`src/rtl/mips_multicycle_ctrl.sv`:
```
// Multi-cycle main control FSM for a non-pipelined MIPS datapath.
// Moore outputs are registered from the next state; ir_write/pc_write carry input qualifiers.
module mips_multicycle_ctrl #(
    parameter bit          MUL_EN = 1'b1,
    parameter int unsigned CNT_W  = 32
) (
    input  logic             clk,
    input  logic             reset,
    input  logic [31:0]      instr,
    input  logic             zero,
    input  logic             mem_ready,
    output logic             ir_write,
    output logic             pc_write,
    output logic [1:0]       pc_src,
    output logic             iord,
    output logic             mem_read,
    output logic             mem_write,
    output logic             reg_write,
    output logic             reg_dst,
    output logic             mem_to_reg,
    output logic             alu_src_b,
    output logic [3:0]       alu_cntrl,
    output logic             illegal,
    output logic [3:0]       state,
    output logic [CNT_W-1:0] instr_count
);

    typedef enum logic [3:0] {
        StFetch  = 4'd0,
        StDecode = 4'd1,
        StEx1    = 4'd2,
        StEx2    = 4'd3,
        StBr     = 4'd4,
        StMem    = 4'd5,
        StMemWb  = 4'd6,
        StAluWb  = 4'd7,
        StJump   = 4'd8,
        StTrap   = 4'd9
    } state_e;

    typedef enum logic [2:0] {
        ClsR    = 3'd0,
        ClsAddi = 3'd1,
        ClsLw   = 3'd2,
        ClsSw   = 3'd3,
        ClsBeq  = 3'd4,
        ClsJ    = 3'd5,
        ClsBad  = 3'd6
    } cls_e;

    localparam logic [3:0] AluAnd = 4'b0000;
    localparam logic [3:0] AluOr  = 4'b0001;
    localparam logic [3:0] AluAdd = 4'b0010;
    localparam logic [3:0] AluSub = 4'b0011;
    localparam logic [3:0] AluMul = 4'b0100;

    localparam logic [5:0] OpRtype = 6'h00;
    localparam logic [5:0] OpMul   = 6'h1C;
    localparam logic [5:0] OpLw    = 6'h23;
    localparam logic [5:0] OpSw    = 6'h2B;
    localparam logic [5:0] OpBeq   = 6'h04;
    localparam logic [5:0] OpAddi  = 6'h08;
    localparam logic [5:0] OpJ     = 6'h02;

    state_e            state_q, state_d;
    cls_e              cls_q, cls_d, dec_cls;
    logic [3:0]        alu_q, alu_d, dec_alu;
    logic              retire;
    logic [CNT_W-1:0]  instr_count_q;

    logic [1:0]        pc_src_q, pc_src_d;
    logic              iord_q, iord_d;
    logic              mem_read_q, mem_read_d;
    logic              mem_write_q, mem_write_d;
    logic              reg_write_q, reg_write_d;
    logic              reg_dst_q, reg_dst_d;
    logic              mem_to_reg_q, mem_to_reg_d;
    logic              alu_src_b_q, alu_src_b_d;
    logic [3:0]        alu_cntrl_q, alu_cntrl_d;
    logic              illegal_q, illegal_d;

    logic [5:0]        opcode, funct;
    logic              unused_instr;

    assign opcode       = instr[31:26];
    assign funct        = instr[5:0];
    assign unused_instr = ^instr[25:6];

    // Instruction class and ALU op, captured in DECODE and held through the EX window.
    always_comb begin
        dec_cls = ClsBad;
        dec_alu = AluAdd;
        case (opcode)
            OpRtype: begin
                case (funct)
                    6'h20:   begin dec_cls = ClsR; dec_alu = AluAdd; end
                    6'h22:   begin dec_cls = ClsR; dec_alu = AluSub; end
                    6'h24:   begin dec_cls = ClsR; dec_alu = AluAnd; end
                    6'h25:   begin dec_cls = ClsR; dec_alu = AluOr;  end
                    default: dec_cls = ClsBad;
                endcase
            end
            OpMul: begin
                if (MUL_EN && funct == 6'h02) begin
                    dec_cls = ClsR;
                    dec_alu = AluMul;
                end
            end
            OpLw:    dec_cls = ClsLw;
            OpSw:    dec_cls = ClsSw;
            OpAddi:  dec_cls = ClsAddi;
            OpBeq:   begin dec_cls = ClsBeq; dec_alu = AluSub; end
            OpJ:     dec_cls = ClsJ;
            default: dec_cls = ClsBad;
        endcase
    end

    always_comb begin
        state_d = state_q;
        cls_d   = cls_q;
        alu_d   = alu_q;
        retire  = 1'b0;
        case (state_q)
            StFetch: begin
                if (mem_ready) state_d = StDecode;
            end
            StDecode: begin
                cls_d = dec_cls;
                alu_d = dec_alu;
                case (dec_cls)
                    ClsJ:    state_d = StJump;
                    ClsBad:  state_d = StTrap;
                    default: state_d = StEx1;
                endcase
            end
            StEx1: state_d = StEx2;
            StEx2: begin
                case (cls_q)
                    ClsBeq:       state_d = StBr;
                    ClsLw, ClsSw: state_d = StMem;
                    default:      state_d = StAluWb;
                endcase
            end
            StMem: begin
                if (mem_ready) begin
                    if (cls_q == ClsLw) begin
                        state_d = StMemWb;
                    end else begin
                        state_d = StFetch;
                        retire  = 1'b1;
                    end
                end
            end
            StBr, StMemWb, StAluWb, StJump: begin
                state_d = StFetch;
                retire  = 1'b1;
            end
            StTrap:  state_d = StFetch;
            default: state_d = StFetch;
        endcase
    end

    // Moore outputs for the state being entered, so they are valid from the first cycle there.
    always_comb begin
        pc_src_d     = 2'b00;
        iord_d       = 1'b0;
        mem_read_d   = 1'b0;
        mem_write_d  = 1'b0;
        reg_write_d  = 1'b0;
        reg_dst_d    = 1'b0;
        mem_to_reg_d = 1'b0;
        alu_src_b_d  = 1'b0;
        alu_cntrl_d  = AluAdd;
        illegal_d    = 1'b0;
        case (state_d)
            StFetch: mem_read_d = 1'b1;
            StEx1, StEx2: begin
                alu_cntrl_d = alu_d;
                alu_src_b_d = (cls_d == ClsAddi) || (cls_d == ClsLw) || (cls_d == ClsSw);
            end
            StBr: pc_src_d = 2'b01;
            StMem: begin
                iord_d      = 1'b1;
                mem_read_d  = (cls_d == ClsLw);
                mem_write_d = (cls_d == ClsSw);
            end
            StMemWb: begin
                reg_write_d  = 1'b1;
                mem_to_reg_d = 1'b1;
            end
            StAluWb: begin
                reg_write_d = 1'b1;
                reg_dst_d   = (cls_d == ClsR);
            end
            StJump:  pc_src_d  = 2'b10;
            StTrap:  illegal_d = 1'b1;
            default: ;
        endcase
    end

    always_ff @(posedge clk) begin
        if (reset) begin
            state_q       <= StFetch;
            cls_q         <= ClsBad;
            alu_q         <= AluAdd;
            instr_count_q <= '0;
            pc_src_q      <= 2'b00;
            iord_q        <= 1'b0;
            mem_read_q    <= 1'b1;
            mem_write_q   <= 1'b0;
            reg_write_q   <= 1'b0;
            reg_dst_q     <= 1'b0;
            mem_to_reg_q  <= 1'b0;
            alu_src_b_q   <= 1'b0;
            alu_cntrl_q   <= AluAdd;
            illegal_q     <= 1'b0;
        end else begin
            state_q       <= state_d;
            cls_q         <= cls_d;
            alu_q         <= alu_d;
            if (retire) instr_count_q <= instr_count_q + {{(CNT_W-1){1'b0}}, 1'b1};
            pc_src_q      <= pc_src_d;
            iord_q        <= iord_d;
            mem_read_q    <= mem_read_d;
            mem_write_q   <= mem_write_d;
            reg_write_q   <= reg_write_d;
            reg_dst_q     <= reg_dst_d;
            mem_to_reg_q  <= mem_to_reg_d;
            alu_src_b_q   <= alu_src_b_d;
            alu_cntrl_q   <= alu_cntrl_d;
            illegal_q     <= illegal_d;
        end
    end

    // Fetch commit and branch resolution are qualified by live inputs.
    always_comb begin
        ir_write = (state_q == StFetch) && mem_ready;
        pc_write = ((state_q == StFetch) && mem_ready)
                 || ((state_q == StBr) && zero)
                 || (state_q == StJump);
    end

    assign pc_src      = pc_src_q;
    assign iord        = iord_q;
    assign mem_read    = mem_read_q;
    assign mem_write   = mem_write_q;
    assign reg_write   = reg_write_q;
    assign reg_dst     = reg_dst_q;
    assign mem_to_reg  = mem_to_reg_q;
    assign alu_src_b   = alu_src_b_q;
    assign alu_cntrl   = alu_cntrl_q;
    assign illegal     = illegal_q;
    assign state       = state_q;
    assign instr_count = instr_count_q;

    no_mem_and_reg_write: assert property (@(posedge clk) !(mem_write && reg_write));

endmodule
```
`config.mk`:
```
export PLATFORM = sky130hd
export DESIGN_NAME = mips_multicycle_ctrl
export DESIGN_NICKNAME = d
export VERILOG_FILES = /design/src/rtl/mips_multicycle_ctrl.sv
export SDC_FILE = /design/constraint.sdc
export NUM_CORES = 1
export LEC_CHECK = 0
export ABC_AREA = 1
export CAP_MARGIN = 15
export CORE_MARGIN = 2
export CORE_UTILIZATION = 30
export CTS_CLUSTER_SIZE = 12
export DETAILED_ROUTE_END_ITERATION = 6
export SETUP_SLACK_MARGIN = 0.5
export SYNTH_ARGS = -nofsm -noshare
export SYNTH_HDL_FRONTEND = slang
export SYNTH_SLANG_ARGS = --single-unit
export TNS_END_PERCENT = 10
```
`constraint.sdc`:
```
create_clock -name clk -period 2.1 [get_ports clk]
set_input_delay 0.21 -clock clk [delete_from_list [all_inputs] [get_ports clk]]
set_output_delay 0.21 -clock clk [all_outputs]
set_load 0.01 [all_outputs]
```
# == Yosys cells after proc, flatten, opt, wreduce, memory -nomap -nowiden ==
# Cells that the tools add are included.
# Widths: inputs -> output; s select.
# word_totals
ff_bits,57
output_inout_bits,52
wordCells,94
inputBits,36
# classes
n_bitwise,3
mux,23
n_reduce_logical,18
addsub,1
eq_ne,35
# op_table
op,n
$eq 6x6->1 const B,6
$add 32x1->32 const B,1
$eq 4x3->1 const B,8
$pmux 3 s7,1
$pmux 4 s5,1
$eq 4x2->1 const B,4
$mux 3,5
$eq 3x2->1 const B,4
$eq 4x4->1 const B,3
$eq 6x2->1 const B,2
$mux 4,3
$reduce_or 2->1,6
$eq 3x3->1 const B,3
$pmux 3 s3,1
$logic_not 4->1,2
$pmux 2 s2,2
$pmux 4 s2,1
$reduce_or 4->1,2
$eq 6x3->1 const B,1
$eq 6x4->1 const B,1
$eq 6x5->1 const B,1
$logic_not 6->1,1
$mux 1,6
$pmux 2 s3,1
other kinds (7),14

# == Longest topological paths before layout ==
# depth
depth_word,11
mapped_depth,15
ltp_nobuf,15

# == Worst setup path after synthesis ==
# No wires, ideal clock.
# synth_path
path_type,register to register
from,"register instr_count_q[0], in the netlist instr_count[0]"
to,"register instr_count_q[26], in the netlist instr_count[26]"
required_time_ps,1972
period_less_slack_ps,1621
path_buffers,0
path_slack_ps,479
setup_time_ps,128
stages_incl_launch_ff,12
arrival_ps,1494
cell_sequence,dfxtp_1 > ha_1 > inv_1 > nor2_1 > nand3_1 > nor3_2 > nand2_1 > inv_2 > nand2_2 > nor3_2 > xor2_1 > nor2_1
# synth_between
elab_chain_cells,1
# synth_lines
item,line_no,text
"start, declared",69,logic [CNT_W-1:0] instr_count_q;
"start signal, assigned",221,"if (retire) instr_count_q <= instr_count_q + {{(CNT_W-1){1'b0}}, 1'b1};"
$add 32x1->32,221,
# Every way passes these cells.
# A chain may end at the register's enable or synchronous reset.

# == Worst setup path after layout ==
# layout_path
from,"register state_q[0], in the netlist state[0]"
to,output port pc_write
# layout_between
elab_chain_cells,4
word_cells_on_any_way,7
cone_classes,2 x eq/ne; 5 x reduce/logical
# layout_lines
item,line_no,text
"start, declared",65,"state_e state_q, state_d;"
"start signal, assigned",203,state_q <= StFetch;
"start signal, assigned",218,state_q <= state_d;
$eq 4x3->1 / $logic_not 4->1 (equally long branches),"239, 238",
"$logic_and 1x1->1, on equally long branches","239, 238",
$logic_or 1x1->1,239,|| ((state_q == StBr) && zero)
$logic_or 1x1->1 (*),240,|| (state_q == StJump);
"end, declared",13,"output logic pc_write,"
# Every way passes the cells marked *; elsewhere a longest branch is shown, timed or not.

==> metrics.md <==
| Metric | Value |
|---|---|
| Yosys reg bits | `57` |
| Pleak | `1.96 nW` |
| Seq/Total Area, Yosys | `37.4%` |
| Sum Neg Setup Slack | `0 ns` |
| Register Area | `0.00116 sq mm` |
| Gpl congestion | `0.867` |
| WP data arrival | `1.45 ns` |
| Critical path class | `flip-flop to output pin` |
| Clock slew at reported path FFs | `0.07 ns` |
| Pwr Density | `544 mW/mm^2` |
| Max FFs per register | `32` |
| Fin. Hold Viols | `0` |
| Starting Density | `31.1%` |
| Filler cells | `989` |
| Crit. End Element | `output pin` |
| Overflow after GRT | `0` |
| Startpoint of the worst hold path | `alu_q[3]$_SDFF_PP0_` |
| Slew headroom | `65.0%` |
| Max Cap Viol | `0` |
| Avg WL per Cell | `12.6 um` |
| Post-synthesis mux area share | `0%` |
| Vias/cell | `4.72` |
| Largest family of logic cells by synthesized area | `simple AND/OR/NAND/NOR gates` |
| Total routed wirelength | `8520 um` |
| DIE WIDTH | `105 um` |
| TritonCTS clock tree | `yes` |
| Hold Crit Depth | `2` |
| Worst path cell trace | `nor2_1 > inv_1 > nor3_2 > a21oi_1 > o21ai_0 > dlygate4sd2_1` |
| Avg Inst Size Synth | `7.00 sq um` |
| Core Box Area | `0.00982 sq mm` |
| Synth Warn # | `0` |
| Hpwl dp | `6100 um` |
| Run status | `finished, final reports clean` |
| Global Route Usage Sum | `15.5%` |
| Syn Inst Count | `436` |
| First DRT Iteration DRCs | `129` |
| Worst Hold Class | `flip-flop to flip-flop` |
| Fraction of the mapped netlist area in compound gates | `8.52%` |
| Layout cells sized above 1 | `28.2%` |
| Synth cell types | `38` |
| N_diodes | `0` |
| Mapped cell area | `0.00305 sq mm` |
| Worst EP required | `1.89 ns` |
| Port Buffer Count | `67` |
| Adder-cell share of the synthesized area | `0.410%` |
| CP Launch Type | `flip-flop` |
| CP max-delay cell | `dfxtp_4` |
| Clock Tree Buf Depth | `2` |
| Minimum setup slack among reg-to-reg paths | `0.46 ns` |
| WHS Endpoint | `alu_q[3]$_SDFF_PP0_` |
| Crit path largest cell delay | `0.36 ns` |
| # hold bufs at CTS | `0` |
| Fin crit period | `1.66 ns` |
| DRT antenna net count | `0` |
| Sink Count | `57` |
| Pins Over Slew Limit | `0` |
| Htree depth | `3` |
| Hold slack | `0.445 ns` |
| Drt first pass iters | `4` |
| Worst path bufs/invs | `2` |
| Number of global-route vias before repair | `3009` |
| Rows | `36` |
| Vias | `3192` |
| Worst Path Max Fanout | `4` |
| Syn Nets | `473` |
| Setup Skew | `0.00991 ns` |
| Slew @ Worst Pin | `0.521 ns` |
| Top delay family on crit path | `flip-flops` |
| Root Buffer | `clkbuf_8` |
| Num CTS Buffers | `9` |
| Clock latency on the worst-skew pair | `0.34 ns` |
| R2r startpoint | `state[3]$_SDFF_PP0_` |
| VDD IR max | `0.263 mV` |
| Crit Reg-Reg Endpoint | `instr_count[19]$_SDFFE_PP0P_` |
| Simple-Gate Fraction of Synth Area | `42.6%` |
| First-pass GRT wire length | `13900 um` |
| RSZ-0062 raised after global routing | `yes` |
| DRC violation count after routing | `0` |
| Post-Synth XOR/XNOR Area | `2.58%` |
| Period Utilization, post-route | `79.0%` |
| Largest net degree at the start of global routing | `22` |
| I/O pins | `88` |
| Synthesis-to-finish area growth | `49.2%` |
| Initial antenna violation count | `0` |
| DIE HEIGHT | `105 um` |
| Multi-input logic area | `0.00190 sq mm` |
| Die area | `0.0110 sq mm` |
| Final setup vio count | `0` |
| Peak Freq | `0.603 GHz` |
| Worst Reg-to-Reg Cells | `12` |
| Fin nets | `576` |
-- power by group --
part           switching, W  internal [W]  total [W]  leakage (nW)
registers         0.0000224       0.00111    0.00114         0.467
logic              0.000280      0.000204   0.000484          1.40
clock network      0.000415      0.000445   0.000860        0.0887
-- cells by family (layout without fill, tap and decap cells) --
group,count (synthesis),count (layout)
adders and majority gates,1,1
and+or+nand+nor,252,252
xor gates and xnor gates,9,9
buffers and inverters,68,175
DFF,57,57
AOI/OAI and AO/OA,49,49
-- synthesized netlist by cell type, drive strengths merged --
master / n / area (sq um)
dfxtp: 57 / 1140
nand4: 14 / 100
nor3: 27 / 161
nand3: 32 / 198
or2: 1 / 6.26
o21ai: 17 / 88.8
nand3b: 1 / 7.51
clkbuf: 4 / 15.0
a31oi: 1 / 6.26
inv: 61 / 229
nand2: 89 / 364
xor2: 7 / 61.3
buf: 3 / 17.5
nor3b: 4 / 35.0
ha: 1 / 12.5
a21boi: 1 / 7.51
and3: 3 / 20.0
a21oi: 27 / 135
nor4: 3 / 25.0
a211oi: 2 / 15.0
o31ai: 1 / 7.51
nor2: 78 / 383
xnor2: 2 / 17.5
-- routing by layer --
metal / vias to the layer above / wire [um] / track usage, %
li1: 1622 / - / -
met2: 71 / 4140 / 26.3
met4: 0 / 140 / 4.76
met5: - / 0 / 0
met1: 1489 / 3890 / 19.1
met3: 10 / 348 / 4.05
-- tightest hold or removal path: cells and delay by family (launching register included) --
| family | cells | cell delay (ns) |
|---|---|---|
| AND/OR/NAND/NOR | 2 | 0.10 |
| flip-flops | 1 | 0.31 |
-- cell type report --
| class | count | area share (%) |
|---|---|---|
| clock inverter | 4 | 0.439 |
| multi-input combinational | 311 | 41.6 |
| timing repair buffer | 99 | 20.6 |
| inverter | 61 | 5.08 |
| tap | 133 | 3.65 |
| sequential | 57 | 25.5 |
| clock buffer | 11 | 3.10 |
-- through the flow --
| step | utilization, % | instances | total power, W | area (sq um) | setup WS, ns |
|---|---|---|---|---|---|
| 4_1_cts | 43.5 | 668 | 0.00245 | 4270 | 0.433 |
| 2_1_floorplan | - | 436 | 0.00140 | 3060 | 0.510 |
| 5_1_grt | 46.4 | 676 | 0.00260 | 4560 | 0.324 |
| 3_3_place_gp | 40.5 | 644 | 0.00156 | 3980 | 0.0644 |
| 3_5_place_dp | 40.5 | 644 | 0.00157 | 3980 | 0.0334 |
| 6_report | 46.4 | 676 | 0.00248 | 4560 | 0.442 |
-- cell usage in the layout, fill, tap and decap left out, types with 3 or more instances in the layout --
master	synthesis	final
nor2_1	58	51
dfxtp_4	0	3
dfxtp_2	0	9
nor3_4	1	3
nor2_4	8	14
nand2_1	77	70
buf_4	1	31
nand2_2	12	12
nor2_2	12	13
o21ai_0	14	9
nand3_2	5	10
a21oi_1	27	26
dfxtp_1	57	45
inv_2	5	11
clkbuf_8	0	10
xor2_1	7	7
clkinv_2	0	4
clkdlybuf4s50_1	0	52
o21ai_1	2	5
inv_1	56	49
nand4_1	12	12
nand3_1	26	20
nand2_4	0	7
nor3_2	3	7
nor3_1	23	17
dlymetal6s2s_1	0	12
-- worst max-delay path by stage --
| stage | cells past startpoint | from | end |
|---|---|---|---|
| floorplan | 10 | instr_count[4]$_SDFFE_PP0P_ | instr_count[26]$_SDFFE_PP0P_ |
| global placement | 15 | instr[27] | alu_cntrl[3]$_SDFF_PP0_ |
| detailed placement | 13 | instr[1] | reg_dst$_SDFF_PP0_ |
| CTS | 15 | instr[31] | mem_read$_SDFF_PP1_ |
| global route | 11 | state[3]$_SDFF_PP0_ | instr_count[6]$_SDFFE_PP0P_ |
| finish | 6 | state[0]$_SDFF_PP0_ | pc_write |
-- what timing repair did --
item	CTS	global route
gates resized for setup	32	66
pin swaps	13	31
setup endpoints to repair	30	50
setup buffers	9	8
Power figures use the tool's default switching activity.
